## src/rtl/mem_bus_arbiter.sv

```systemverilog
// Two-requester (fetch/execute) arbiter for the 8-bit memory bus with release cycle and timeout.
// Optional fetch starvation guard enabled by defining MEM_ARB_FAIRNESS_EN.
module mem_bus_arbiter #(
    parameter logic [7:0] TIMEOUT_CYCLES = 8'd64,
    parameter logic [3:0] STARVE_LIMIT   = 4'd4
) (
    input  logic       clk,
    input  logic       rst,
    input  logic       f_req,
    input  logic [7:0] f_addr,
    output logic       f_ready,
    output logic [7:0] f_rdata,
    input  logic       e_req,
    input  logic [7:0] e_addr,
    input  logic       e_we,
    input  logic [7:0] e_wdata,
    output logic       e_ready,
    output logic [7:0] e_rdata,
    output logic       err,
    output logic       gnt_f,
    output logic       gnt_e,
    output logic       mem_req,
    output logic [7:0] addr,
    output logic       we,
    output logic [7:0] mem_wdata,
    input  logic [7:0] mem_rdata,
    input  logic       mem_ready
);

    typedef enum logic [1:0] {
        IDLE,
        GRANT_F,
        GRANT_E,
        RELEASE
    } state_t;

    state_t     state_q;
    logic [7:0] wait_q;
    logic [7:0] wait_d;
    logic       timeout_hit;
    logic [7:0] cap_data;
    logic       pick_f;

`ifdef MEM_ARB_FAIRNESS_EN
    logic [3:0] starve_q;
`else
    // Limit only matters when the starvation guard is built in.
    logic       unused_starve_limit;
    assign unused_starve_limit = ^STARVE_LIMIT;
`endif

    always_comb begin
        wait_d      = (wait_q == 8'hFF) ? wait_q : wait_q + 8'd1;
        timeout_hit = (TIMEOUT_CYCLES != 8'd0) && (wait_d == TIMEOUT_CYCLES);
        cap_data    = mem_ready ? mem_rdata : 8'hFF;
`ifdef MEM_ARB_FAIRNESS_EN
        pick_f      = f_req && (!e_req || (starve_q == STARVE_LIMIT));
`else
        pick_f      = f_req && !e_req;
`endif
    end

    always_ff @(posedge clk) begin
        if (rst) begin
            state_q   <= IDLE;
            wait_q    <= '0;
            mem_req   <= 1'b0;
            we        <= 1'b0;
            gnt_f     <= 1'b0;
            gnt_e     <= 1'b0;
            f_ready   <= 1'b0;
            e_ready   <= 1'b0;
            err       <= 1'b0;
            addr      <= '0;
            mem_wdata <= '0;
            f_rdata   <= '0;
            e_rdata   <= '0;
`ifdef MEM_ARB_FAIRNESS_EN
            starve_q  <= '0;
`endif
        end else begin
            f_ready <= 1'b0;
            e_ready <= 1'b0;
            err     <= 1'b0;
            case (state_q)
                IDLE: begin
                    if (e_req || f_req) begin
                        mem_req <= 1'b1;
                        wait_q  <= '0;
                        if (pick_f) begin
                            state_q   <= GRANT_F;
                            gnt_f     <= 1'b1;
                            addr      <= f_addr;
                            we        <= 1'b0;
                            mem_wdata <= '0;
`ifdef MEM_ARB_FAIRNESS_EN
                            starve_q  <= '0;
`endif
                        end else begin
                            state_q   <= GRANT_E;
                            gnt_e     <= 1'b1;
                            addr      <= e_addr;
                            we        <= e_we;
                            mem_wdata <= e_wdata;
`ifdef MEM_ARB_FAIRNESS_EN
                            if (f_req && (starve_q != 4'hF)) begin
                                starve_q <= starve_q + 4'd1;
                            end
`endif
                        end
                    end
                end
                GRANT_F, GRANT_E: begin
                    // Completion takes precedence over a timeout on the same edge.
                    if (mem_ready || timeout_hit) begin
                        if (state_q == GRANT_F) begin
                            f_rdata <= cap_data;
                            f_ready <= 1'b1;
                        end else begin
                            e_rdata <= cap_data;
                            e_ready <= 1'b1;
                        end
                        err     <= !mem_ready;
                        mem_req <= 1'b0;
                        we      <= 1'b0;
                        gnt_f   <= 1'b0;
                        gnt_e   <= 1'b0;
                        state_q <= RELEASE;
                    end else begin
                        wait_q <= wait_d;
                    end
                end
                RELEASE: state_q <= IDLE;
                default: state_q <= IDLE;
            endcase
        end
    end

endmodule

```

## config.mk

```make
export PLATFORM = sky130hd
export DESIGN_NAME = mem_bus_arbiter
export DESIGN_NICKNAME = d
export VERILOG_FILES = /design/src/rtl/mem_bus_arbiter.sv
export SDC_FILE = /design/constraint.sdc
export NUM_CORES = 1
export LEC_CHECK = 0
export CAP_MARGIN = 20
export CORE_MARGIN = 5
export CORE_UTILIZATION = 49
export CTS_CLUSTER_SIZE = 24
export DETAILED_ROUTE_END_ITERATION = 8
export HOLD_SLACK_MARGIN = 0.08
export PLACE_DENSITY_LB_ADDON = 0.05
export SYNTH_ARGS = -nofsm -noshare
export SYNTH_HDL_FRONTEND = slang
export SYNTH_SLANG_ARGS = --single-unit
```

## constraint.sdc

```tcl
create_clock -name clk -period 5.95 [get_ports clk]
set_input_delay 1.4875 -clock clk [delete_from_list [all_inputs] [get_ports clk]]
set_output_delay 1.4875 -clock clk [all_outputs]
set_load 0.01 [all_outputs]
```

Yosys cells after proc, flatten, opt, wreduce, memory -nomap -nowiden
Index checks and enable logic that the tools add are counted.
Word-level totals
  bits in registers: 49
  bits of input ports: 38
  output and inout port bits: 39
  word-level logic and storage cells: 69
Cells by class
  $add $sub $neg: 1
  eq/ne operators: 10
  multiplexer cells: 25
  bitwise gates (word level): 3
  reductions and logical operators: 17
Operators with widths (count)
  8-bit 2-to-1 mux: 6
  8-bit case mux with 2 select lines: 1
  3-bit AND reduction: 4
  1-bit 2-to-1 mux: 10
  2-bit inequality test (second input constant): 5
  8-bit by 1-bit adder with 8-bit output (second input constant): 1
  8-bit by 7-bit == test with 1-bit output (second input constant): 1
  8-bit == test (second input constant): 1
  1-bit case mux with 2 select lines: 4
  4-bit AND reduction: 2
  2-bit 2-to-1 mux: 3
  2-bit case mux with 3 select lines: 1
  2-bit == test (second input constant): 2
  2-bit AND reduction: 2
  1-bit NOT: 3
  3-bit OR reduction: 1
  2-bit by 1-bit == test with 1-bit output (second input constant): 1
  1-bit zero test: 2
  2-bit zero test: 1
  1-bit logical OR: 2
  2-bit nonzero test: 1
  2-bit OR reduction: 1
  1-bit logical AND: 1

Logic depth before layout (Yosys ltp)
Gate-level depths: netlist of run 1.
  word-level depth: 6
  depth in mapped cells: 9

Least setup slack after synthesis of run 1
No wires, ideal clock.
  path type: input to register
  start: in f_req
  end: reg wait_q[3]
  arrival: 2635 ps
  required time: 5834 ps
  setup slack: 3199 ps
  cell stages on the path: 6
  cells stage by stage: o21ai_2 -> nand2_1 -> o21ai_1 -> a2111oi_0 -> and3_1 -> a31o_2
On the way
  word-level cells in the longest chain between the ends: 3
RTL lines
  start, declared: line 9  | input logic f_req,
  1-bit logical OR: line 87  | if (e_req || f_req) begin
  2-bit inequality test (no source line)
  3-bit AND reduction (no source line)
  end signal, assigned: line 130  | wait_q <= wait_d;
  end, declared: line 38  | logic [7:0] wait_q;
Every way passes these cells.
A chain may end at the register's enable or synchronous reset.

Worst setup path after layout of run 1
  start: in e_req
  end: reg wait_q[3]
On the way
  word-level cells in the longest chain between the ends: 3
RTL lines
  start, declared: line 13  | input logic e_req,
  1-bit logical OR: line 87
  2-bit inequality test (no source line)
  3-bit AND reduction (no source line)
Every way passes these cells.

==> results.md, run 1 <==
## Worst setup path
* **endpoint of the most critical register-to-register path** wait_q[4]$_SDFFE_PP0P_
* **Crit path buffers/inverters** 1
* **setup slack of the worst register-to-register path** 3.61 ns
* **Worst Reg2Reg Path Length in Cells** 7
* **required time worst endpoint** 6.15 ns
* **most repeated library cell on the critical path** nand2_1
* **Slowest Stage Delay on Critical Path** 0.56 ns
* **Top Family by Delay on Critical Path** compound AO/OA/AOI/OAI gates
* **CP Capture Type** flip-flop
* **startpoint-to-endpoint class of the critical path** in2reg
* **library cell contributing the largest single delay on the critical path** a2111oi_0
* **launching point of the worst reg2reg path** wait_q[0]$_SDFFE_PP0P_
* **startpoint class of the critical path** primary input
* **crit path DAT** 3.47 ns
* **largest fanout on the critical path** 10
* **CP cell instances** clkdlybuf4s50_1, o21ai_2, nand2_1, o21ai_1, a2111oi_0, nand2_1, a31o_2

## Drt
* **met3 routed wirelength** 485 µm
* **antenna-violating nets left** 0
* **highest metal layer with signal wires** met4
* **total DRC errors in the routed layout** 0
* **Routed WL** 5630 µm
* **met2 WL post-DR** 2800 µm
* **first-pass iteration count of the detailed router** 4
* **wire per inst** 14.7 µm
* **wl on met1** 2270 µm
* **vias after detailed routing** 2119
* **routed via count divided by cell count** 5.53
* **first-iteration detailed-routing DRC count** 104

## Power
* **post-route total power** 1.09 mW
* **Worst VDD drop** 0.204 mV
* **Internal** 696 µW
* **switching share of total power** 35.9%
* **portion of total power attributed to combinational logic** 41.7%
* **clock network fraction of design power** 18.1%
* **power density of the placed cells** 351 nW/µm²
* **switching power** 390 µW
* **share of power burned in registers** 40.2%
* **LEAKAGE** 1.15 nW

## Placement
* **weighted congestion reported at the end of routability-driven placement** 0.898
* **I/O Buffers** 76
* **detailed placement HPWL** 4040 µm
* **cell count after placement** 375

## STA
* **Slew headroom** 35.3%
* **number of endpoints failing setup at the final stage** 0
* **clk_skew** 0.00803 ns
* **Period minus WS final** 3.27 ns
* **final-layout worst hold slack** 0.471 ns
* **final hold vios** 0
* **setup repair after global routing missed its margin** no
* **ratio of final minimum period to clock period** 54.9%
* **transition at the pin with the smallest max-transition slack** 0.968 ns
* **Fmax** 0.306 GHz
* **sum of negative setup slack** 0 ns
* **Slew Limit Fails** 0

## GRT
* **via count of the first global-routing pass** 2027
* **overall track demand over capacity in global routing** 18.2%
* **grt ovf** 0
* **pin count of the biggest net entering global routing** 41
* **number of antenna violations at the first check in global routing** 0
* **global-route wire length before repair** 9070 µm

## CTS
* **largest buffer count on any clock path** 2
* **number of clock buffers inserted by TritonCTS** 5
* **CTS tree** done
* **CTS Hold Bufs** 0
* **number of sinks driven by the clock tree** 49
* **post-CTS repair timing setup buffer count** 0
* **clk_lat worst skew** 0.31 ns
* **CTS Root Buffer Type** clkbuf_8
* **number of gates given a new drive strength after cts** 0
* **clock-pin slew on the worst setup and hold paths** 0.08 ns
* **H-tree Lvls** 2

## Die
* **x dimension of the die** 77.7 µm
* **row count** 24
* **I/O pin count** 77
* **total die area** 6040 µm²
* **area inside the core boundary** 4410 µm²
* **vertical die dimension** 77.7 µm
* **effective utilization at floorplan** 50.9%

## Finish
* **count of non-filler cells in the finished layout** 383
* **nets** 371
* **antenna diode count** 0
* **final core occ** 70.2%
* **fraction of layout instances using a drive strength above 1** 4.83%
* **Area Growth Syn to Fin** 37.9%

## Min path
* **Hold WC Path Type** reg2reg
* **Hold Path Sink** state_q[1]$_SDFFE_PP0P_
* **number of instances on the worst hold path** 1
* **launch point of the worst hold path** state_q[1]$_SDFFE_PP0P_

## Synth
* **async set-reset flop share out of synthesis** 0%
* **netlist area before placement** 2250 µm²
* **Synth Instances** 260
* **ys flop type** dfxtp_1
* **post-synthesis sequential element count** 49
* **share of Yosys cell area claimed by the top area cell type** 43.7%
* **main area contributors after synthesis** dfxtp_1 (44%), nor2_1 (9.9%), o21a_1 (5.7%)
* **number of warnings reported in the yosys synthesis log** 0
* **count of flip-flops with a built-in enable after synthesis** 0
* **mean instance size in the synthesized netlist** 8.64 µm²
* **sequential share of the synthesized area** 43.7%
* **cell type with the largest total area after synthesis** dfxtp_1
* **count of different cell masters after synthesis** 46
* **synthesized net count** 301

## Flow run
* **# Max-Cap Violations** 0

## Outcome
* **result of the run** finished clean

-- stage by stage --
step	instance area, µm²	setup slack [ns]
final	3100	2.68
after floorplan	2250	3.20
after global placement	3010	2.47
after detailed placement	3010	2.40
after global routing	3100	2.44
after CTS	3100	2.72
-- area by class of cell --
| type | instances | area [µm²] |
|---|---|---|
| fill | 384 | 1320 |
| multi-input combinational | 190 | 1170 |
| sequential | 49 | 981 |
| timing repair buffer | 77 | 768 |
| clock buffer | 6 | 72.6 |
| tap | 52 | 65.1 |
| inverter | 7 | 26.3 |
| clock inverter | 2 | 15.0 |
-- cell usage after synthesis, types with 2 or more instances --
cell	count
nor2_1	59
dfxtp_1	49
o21a_1	17
nand2_1	13
mux2i_1	11
clkbuf_1	9
nand3_1	9
a211oi_1	8
a22oi_1	8
a21oi_1	7
inv_1	7
a32o_1	5
nand2b_1	5
a31oi_1	3
and3_1	3
ha_1	3
nand4_1	3
nor2b_1	3
nor3b_1	3
a31o_2	2
and2_1	2
and4_1	2
buf_1	2
buf_6	2
nand3b_1	2
o21ai_0	2
or4_1	2
-- worst max path at each step --
stage | slack [ns] | depth (start not counted) | endpoint | from
global route | 2.44 | 7 | wait_q[3]$_SDFFE_PP0P_ | e_req
floorplan | 3.20 | 6 | wait_q[3]$_SDFFE_PP0P_ | f_req
CTS | 2.72 | 7 | wait_q[3]$_SDFFE_PP0P_ | e_req
finish | 2.68 | 7 | wait_q[3]$_SDFFE_PP0P_ | e_req
detailed placement | 2.40 | 7 | wait_q[3]$_SDFFE_PP0P_ | e_req
global placement | 2.47 | 7 | wait_q[3]$_SDFFE_PP0P_ | e_req
-- kinds of logic after synthesis --
group,share of synthesized area [%]
adders and majority gates,1.67
AOI/OAI and AO/OA,20.8
DFF,43.7
and+or+nand+nor,24.0
xor gates and xnor gates,0.780
buffers and inverters,4.23
muxes,4.90
-- metal layers --
| metal | global-route usage (%) | vias up |
|---|---|---|
| met1 | 20.5 | 985 |
| met2 | 31.2 | 64 |
| met5 | 0 | - |
| li1 | - | 1065 |
| met4 | 5.84 | 0 |
| met3 | 7.41 | 5 |
-- layout by cell type, fill, tap and decap left out, drive strengths merged, types with 2 or more instances in the layout --
master	count
dfxtp	49
and4	3
nand4	3
and3	3
o21ai	4
nand3b	2
nor2b	3
nand2b	5
a21oi	7
or4	2
a211oi	8
ha	3
a32o	5
a31o	2
o21a	17
clkinvlp	2
a31oi	3
clkbuf	6
a22oi	8
mux2i	11
nor3b	4
nand3	9
and2	3
nand2	13
nor2	59
clkdlybuf4s50	76
inv	7
-- state kept, by name, indices dropped and copies added (netlist names), 2 cells and up --
name	cells
addr	8
state_q	2
mem_wdata	8
f_rdata	8
e_rdata	8
wait_q	8
-- power groups by stage --
| stage | logic (mW) | clock network [mW] | registers (mW) |
|---|---|---|---|
| 3_5_place_dp | 0.454 | 0 | 0.442 |
| 2_1_floorplan | 0.230 | 0 | 0.468 |
| 6_report | 0.453 | 0.197 | 0.436 |
| 5_1_grt | 0.498 | 0.216 | 0.445 |
| 4_1_cts | 0.458 | 0.203 | 0.436 |
| 3_3_place_gp | 0.450 | 0 | 0.440 |
(Power assumes the default switching activity.)
==> run 2, diff against run 1 <==
--- a/config.mk
+++ b/config.mk
@@ -7,7 +7,7 @@
 export LEC_CHECK = 0
 export CAP_MARGIN = 20
 export CORE_MARGIN = 5
-export CORE_UTILIZATION = 49
+export CORE_UTILIZATION = 41
 export CTS_CLUSTER_SIZE = 24
 export DETAILED_ROUTE_END_ITERATION = 8
 export HOLD_SLACK_MARGIN = 0.08
==> constraint.sdc (replaced) <==
create_clock -name clk -period 3 [get_ports clk]
set_input_delay 0.75 -clock clk [delete_from_list [all_inputs] [get_ports clk]]
set_output_delay 0.75 -clock clk [all_outputs]
set_load 0.01 [all_outputs]
==> run 2 against run 1 <==
- core utilization decreased by 11 points
- first-iteration DRC count decreased by 5.8%
- die area increased by 17%
- total power increased by 110%
- register-to-register slack got worse by 2.9 ns
- combinational power increased by 100%
- largest power group unchanged
==> results.md, run 2 (same netlist as run 1, synthesis figures left out) <==
## Die
* **vertical die dimension** 84.0 µm, was 77.7 µm
* **row count** 27, was 24
* **x dimension of the die** 84.0 µm, was 77.7 µm
* **effective utilization at floorplan** 41.6%, was 50.9%
* **total die area** 7060 µm², was 6040 µm²
* **area inside the core boundary** 5410 µm², was 4410 µm²
* **I/O pin count** 77, unchanged

## Finish
* **number of filler instances in the final layout** 511, was 384
* **Area Growth Syn to Fin** 41.8%, was 37.9%
* **commonest cells after routing, fill and taps aside** clkdlybuf4s50_1 (76), nor2_1 (59), dfxtp_1 (49), o21a_1 (17), nand2_1 (13), unchanged
* **Storage cell area** 981 µm², unchanged
* **fraction of layout instances using a drive strength above 1** 6.55%, was 4.83%
* **final core occ** 58.9%, was 70.2%
* **nets** 376, was 371
* **multi-input gate area in the final layout** 1170 µm², unchanged
* **antenna diode count** 0, unchanged
* **commonest non-fill, non-tap cell in the layout** clkdlybuf4s50_1, unchanged

## STA
* **ratio of final minimum period to clock period** 81.3%
* **final-layout worst hold slack** 0.474 ns, was 0.471 ns
* **clk_skew** 0.0133 ns, was 0.00803 ns
* **number of endpoints failing setup at the final stage** 0, unchanged
* **Slew Limit Fails** 0, unchanged
* **Final Worst Setup Slack** 0.560 ns, was 2.68 ns
* **Fmax** 0.410 GHz
* **transition at the pin with the smallest max-transition slack** 0.587 ns, was 0.968 ns
* **Slew headroom** 60.7%, was 35.3%
* **setup repair after global routing missed its margin** no, unchanged
* **sum of negative setup slack** 0 ns, unchanged
* **Period minus WS final** 2.44 ns
* **final hold vios** 0, unchanged

## Worst setup path
* **Slowest Stage Delay on Critical Path** 0.55 ns, was 0.56 ns
* **startpoint-to-endpoint class of the critical path** in2reg, unchanged
* **required time worst endpoint** 3.19 ns, was 6.15 ns
* **launching point of the worst reg2reg path** wait_q[0]$_SDFFE_PP0P_, unchanged
* **crit path DAT** 2.63 ns, was 3.47 ns
* **largest fanout on the critical path** 8, was 10
* **Critical path origin** e_req, unchanged
* **library cell contributing the largest single delay on the critical path** clkdlybuf4s50_1, was a2111oi_0
* **CP cell instances** clkdlybuf4s50_1, o21ai_2, nand2_1, o21ai_1, a2111oi_0, nand2_1, a31o_2, unchanged
* **startpoint class of the critical path** primary input, unchanged
* **CP Capture Type** flip-flop, unchanged
* **most repeated library cell on the critical path** nand2_1, unchanged

## Power
* **switching share of total power** 34.2%, was 35.9%
* **post-route total power** 2.26 mW, was 1.09 mW
* **Internal** 1.49 mW, was 696 µW
* **Worst VDD drop** 0.309 mV, was 0.204 mV
* **portion of total power attributed to combinational logic** 40.9%, was 41.7%
* **LEAKAGE** 1.20 nW, was 1.15 nW
* **switching power** 775 µW, was 390 µW
* **power density of the placed cells** 711 nW/µm², was 351 nW/µm²
* **clock network fraction of design power** 21.1%, was 18.1%
* **share of power burned in registers** 38.0%, was 40.2%

## GRT
* **pin count of the biggest net entering global routing** 28, was 41
* **grt ovf** 0, unchanged
* **overall track demand over capacity in global routing** 15.7%, was 18.2%
* **via count of the first global-routing pass** 1974, was 2027
* **number of antenna violations at the first check in global routing** 0, unchanged
* **global-route wire length before repair** 9120 µm, was 9070 µm

## Placement
* **worst setup timing slack at the placement stage** 0.320 ns, was 2.40 ns
* **detailed placement HPWL** 4150 µm, was 4040 µm
* **I/O Buffers** 76, unchanged
* **weighted congestion reported at the end of routability-driven placement** 0.841, was 0.898

## Drt
* **wire per inst** 13.8 µm, was 14.7 µm
* **routed via count divided by cell count** 5.14, was 5.53
* **Routed WL** 5610 µm, was 5630 µm
* **antenna-violating nets left** 0, unchanged
* **first-iteration detailed-routing DRC count** 98, was 104
* **vias after detailed routing** 2099, was 2119
* **total DRC errors in the routed layout** 0, unchanged
* **first-pass iteration count of the detailed router** 4, unchanged

## CTS
* **clock-pin slew on the worst setup and hold paths** 0.10 ns, was 0.08 ns
* **largest buffer count on any clock path** 2, unchanged
* **number of gates given a new drive strength after cts** 0, unchanged
* **H-tree Lvls** 2, unchanged
* **clk_lat worst skew** 0.30 ns, was 0.31 ns
* **post-CTS repair timing setup buffer count** 0, unchanged
* **CTS Root Buffer Type** clkbuf_8, unchanged
* **CTS Hold Bufs** 0, unchanged
* **number of clock buffers inserted by TritonCTS** 5, unchanged
* **CTS tree** done, unchanged
* **number of sinks driven by the clock tree** 49, unchanged

## Flow run
* **# Max-Cap Violations** 0, unchanged

## Min path
* **launch point of the worst hold path** f_rdata[3]$_SDFFE_PP0P_, was state_q[1]$_SDFFE_PP0P_
* **Hold WC Path Type** reg2reg, unchanged

## Outcome
* **result of the run** finished clean, unchanged

run 2: cell count changes in the layout (fill, tap and decap cells not counted):
cell,previous run,this run
clkinvlp_4,2,0
bufinv_16,0,1
clkinv_2,0,1
inv_6,0,1
clkbuf_1,1,0
buf_4,1,6
run 2: layer usage:
layer	global-route usage, %	vias up	share of wire [%]
met5	0	-	0
li1	-	1073	-
met1	18.8	957	43
met4	4.39	0	1.4
met2	26.8	62	50
met3	4.84	7	6.3
run 2: final timing paths:
check	endpoint	slack, ns	depth (start not counted)
setup reg to reg	wait_q[4]$_SDFFE_PP0P_	0.69	7
hold reg to reg	f_rdata[3]$_SDFFE_PP0P_	0.47	1
hold / removal	f_rdata[3]$_SDFFE_PP0P_	0.47	1
setup / recovery	wait_q[3]$_SDFFE_PP0P_	0.56	7
run 2: power by group through the flow:
stage | logic [mW] | clock network, mW | registers [mW]
2_1_floorplan | 0.456 | 0 | 0.928
3_3_place_gp | 0.928 | 0 | 0.872
3_5_place_dp | 0.935 | 0 | 0.877
4_1_cts | 0.939 | 0.490 | 0.862
5_1_grt | 1.02 | 0.526 | 0.880
6_report | 0.927 | 0.477 | 0.860
run 2: area by class of cell:
class / count / area share (%)
multi-input combinational: 190 / 36.7
sequential: 49 / 30.8
timing repair buffer: 82 / 25.3
tap: 72 / 2.83
clock buffer: 5 / 2.16
clock inverter: 3 / 1.37
inverter: 7 / 0.825
run 2: per-stage QoR:
step	area (µm²)	instances
detailed placement	3070	400
global placement	3070	400
CTS	3190	408
finish	3190	408
floorplan	2250	260
global route	3190	408
run 2: worst max-delay path: cells and delay by family:
family          cells  cell delay (ns)
simple gates        2             0.23
compound gates      4             1.09
buf+inv             1             0.55
==> RTL edit (config.mk and constraints of run 2) <==
The option `MEM_ARB_FAIRNESS_EN` is turned on by a define.
--- a/src/rtl/mem_bus_arbiter.sv
+++ b/src/rtl/mem_bus_arbiter.sv
@@ -2,2 +2,4 @@
 // Optional fetch starvation guard enabled by defining MEM_ARB_FAIRNESS_EN.
+`define MEM_ARB_FAIRNESS_EN
+
 module mem_bus_arbiter #(
Behaviour: no difference found for any inputs over 10 cycles, from zero or initial values and one cycle with rst high; that may be too few to reach the edited logic, so the function may still have changed.
==> RTL edit against run 2 <==
Synthesized area grew 10%. Sequential cell count grew 4. Total power grew 12%. Setup slack gained 0.087 ns. Synthesized cell count grew 17%. Sequential power grew 9.1%. Highest routed layer unchanged. Final area grew 6.0%. Core utilization shrank 1.6 points. Critical path type is now reg -> reg. Via count grew 12%. Global-route usage grew 1.8 points. Cell count grew 9.3%. Wire length grew 15%. Count of clock-buffer cells in the layout grew 1.
==> RTL edit: results (changes against run 2) <==
Number of global-route vias before repair = 2290 (+16%)
Critical Path AT = 2.52 ns (-0.11 ns)
Layout clock buffers = 6 (+1)
Initial drt markers = 89 (-9.2%)
Hold slack = 0.4565 ns (-0.01773 ns)
Clk cell area share = 0.03298 (-0.002374)
GR Util met3 = 0.07056 (+0.02218)
Fraction of cell area in non-clock buffers = 0.2364 (-0.01656)
Least-Margin Pin Slew = 0.6326 ns (+0.04585 ns)
Syn Nets = 346 (+15%)
FF-to-FF setup slack = 0.65 ns (-0.04 ns)
Pre-CTS WS = 0.3628 ns (+0.04250 ns)
Seq/Total Area, Yosys = 0.4287 (-0.008053)
Layout Nets = 413 (+9.8%)
Wl on met1 = 2771 um (+16%)
Reg2reg end = wait_q[2]
Met2 WL = 3030 um (+9.0%)
Routed wire length = 6435 um (+15%)
Area used by multi-input combinational logic = 1279 um2 (+9.3%)
Yosys reg bits = 53 (+8.2%)
Outcome = complete, no violations
Fin crit period = 2.353 ns (-0.08695 ns)
Met2 GRT Util = 0.2904 (+0.02215)
Post-synth top cells = dfxtp_1, nor2_1, nand2_1, nand3_1, clkbuf_1
Buffers excl. clock = 81 (-1.2%)
CP startpoint = wait_q[0]
Layout cells sized above 1 = 0.06469 (-0.0007862)
Mux cell area share after synthesis = 0.004044 (-0.04498)
Sw frac = 0.3624 (+0.02039)
Synth top area cells = dfxtp_1, nor2_1, nand2_1
Hold Crit Start = mem_wdata[1]
CP max FO = 9 (+1)
Hold endpoint = mem_wdata[1]
CP peak stage delay = 0.44 ns (-0.11 ns)
Sequential power = 938 uW (+9.1%)
[RTL edit: changes by cell type after synthesis, sizes merged, moves of 9 or more]
| cell | before | now |
|---|---|---|
| a311oi | 0 | 12 |
| a31oi | 3 | 12 |
| nor3 | 1 | 14 |
| mux2i | 11 | 1 |
| nand2 | 13 | 34 |
| nand3 | 9 | 18 |
| nor2 | 59 | 47 |
[RTL edit: cell families (layout without fill, tap and decap cells)]
kind of cell	after synthesis	after routing
flip-flops	53	53
XOR/XNOR	3	3
AO/OA/AOI/OAI	72	72
multiplexers	1	1
buffers and inverters	30	98
adder cells (fa/ha/maj)	5	5
AND/OR/NAND/NOR	139	139
[RTL edit: stage by stage]
stage               instances  area, um2  total power [uW]
finish                    446       3377              2543
global route              446       3377              2738
CTS                       446       3377              2580
detailed placement        438       3266              2086
global placement          438       3266              2079
floorplan                 303       2475              1592
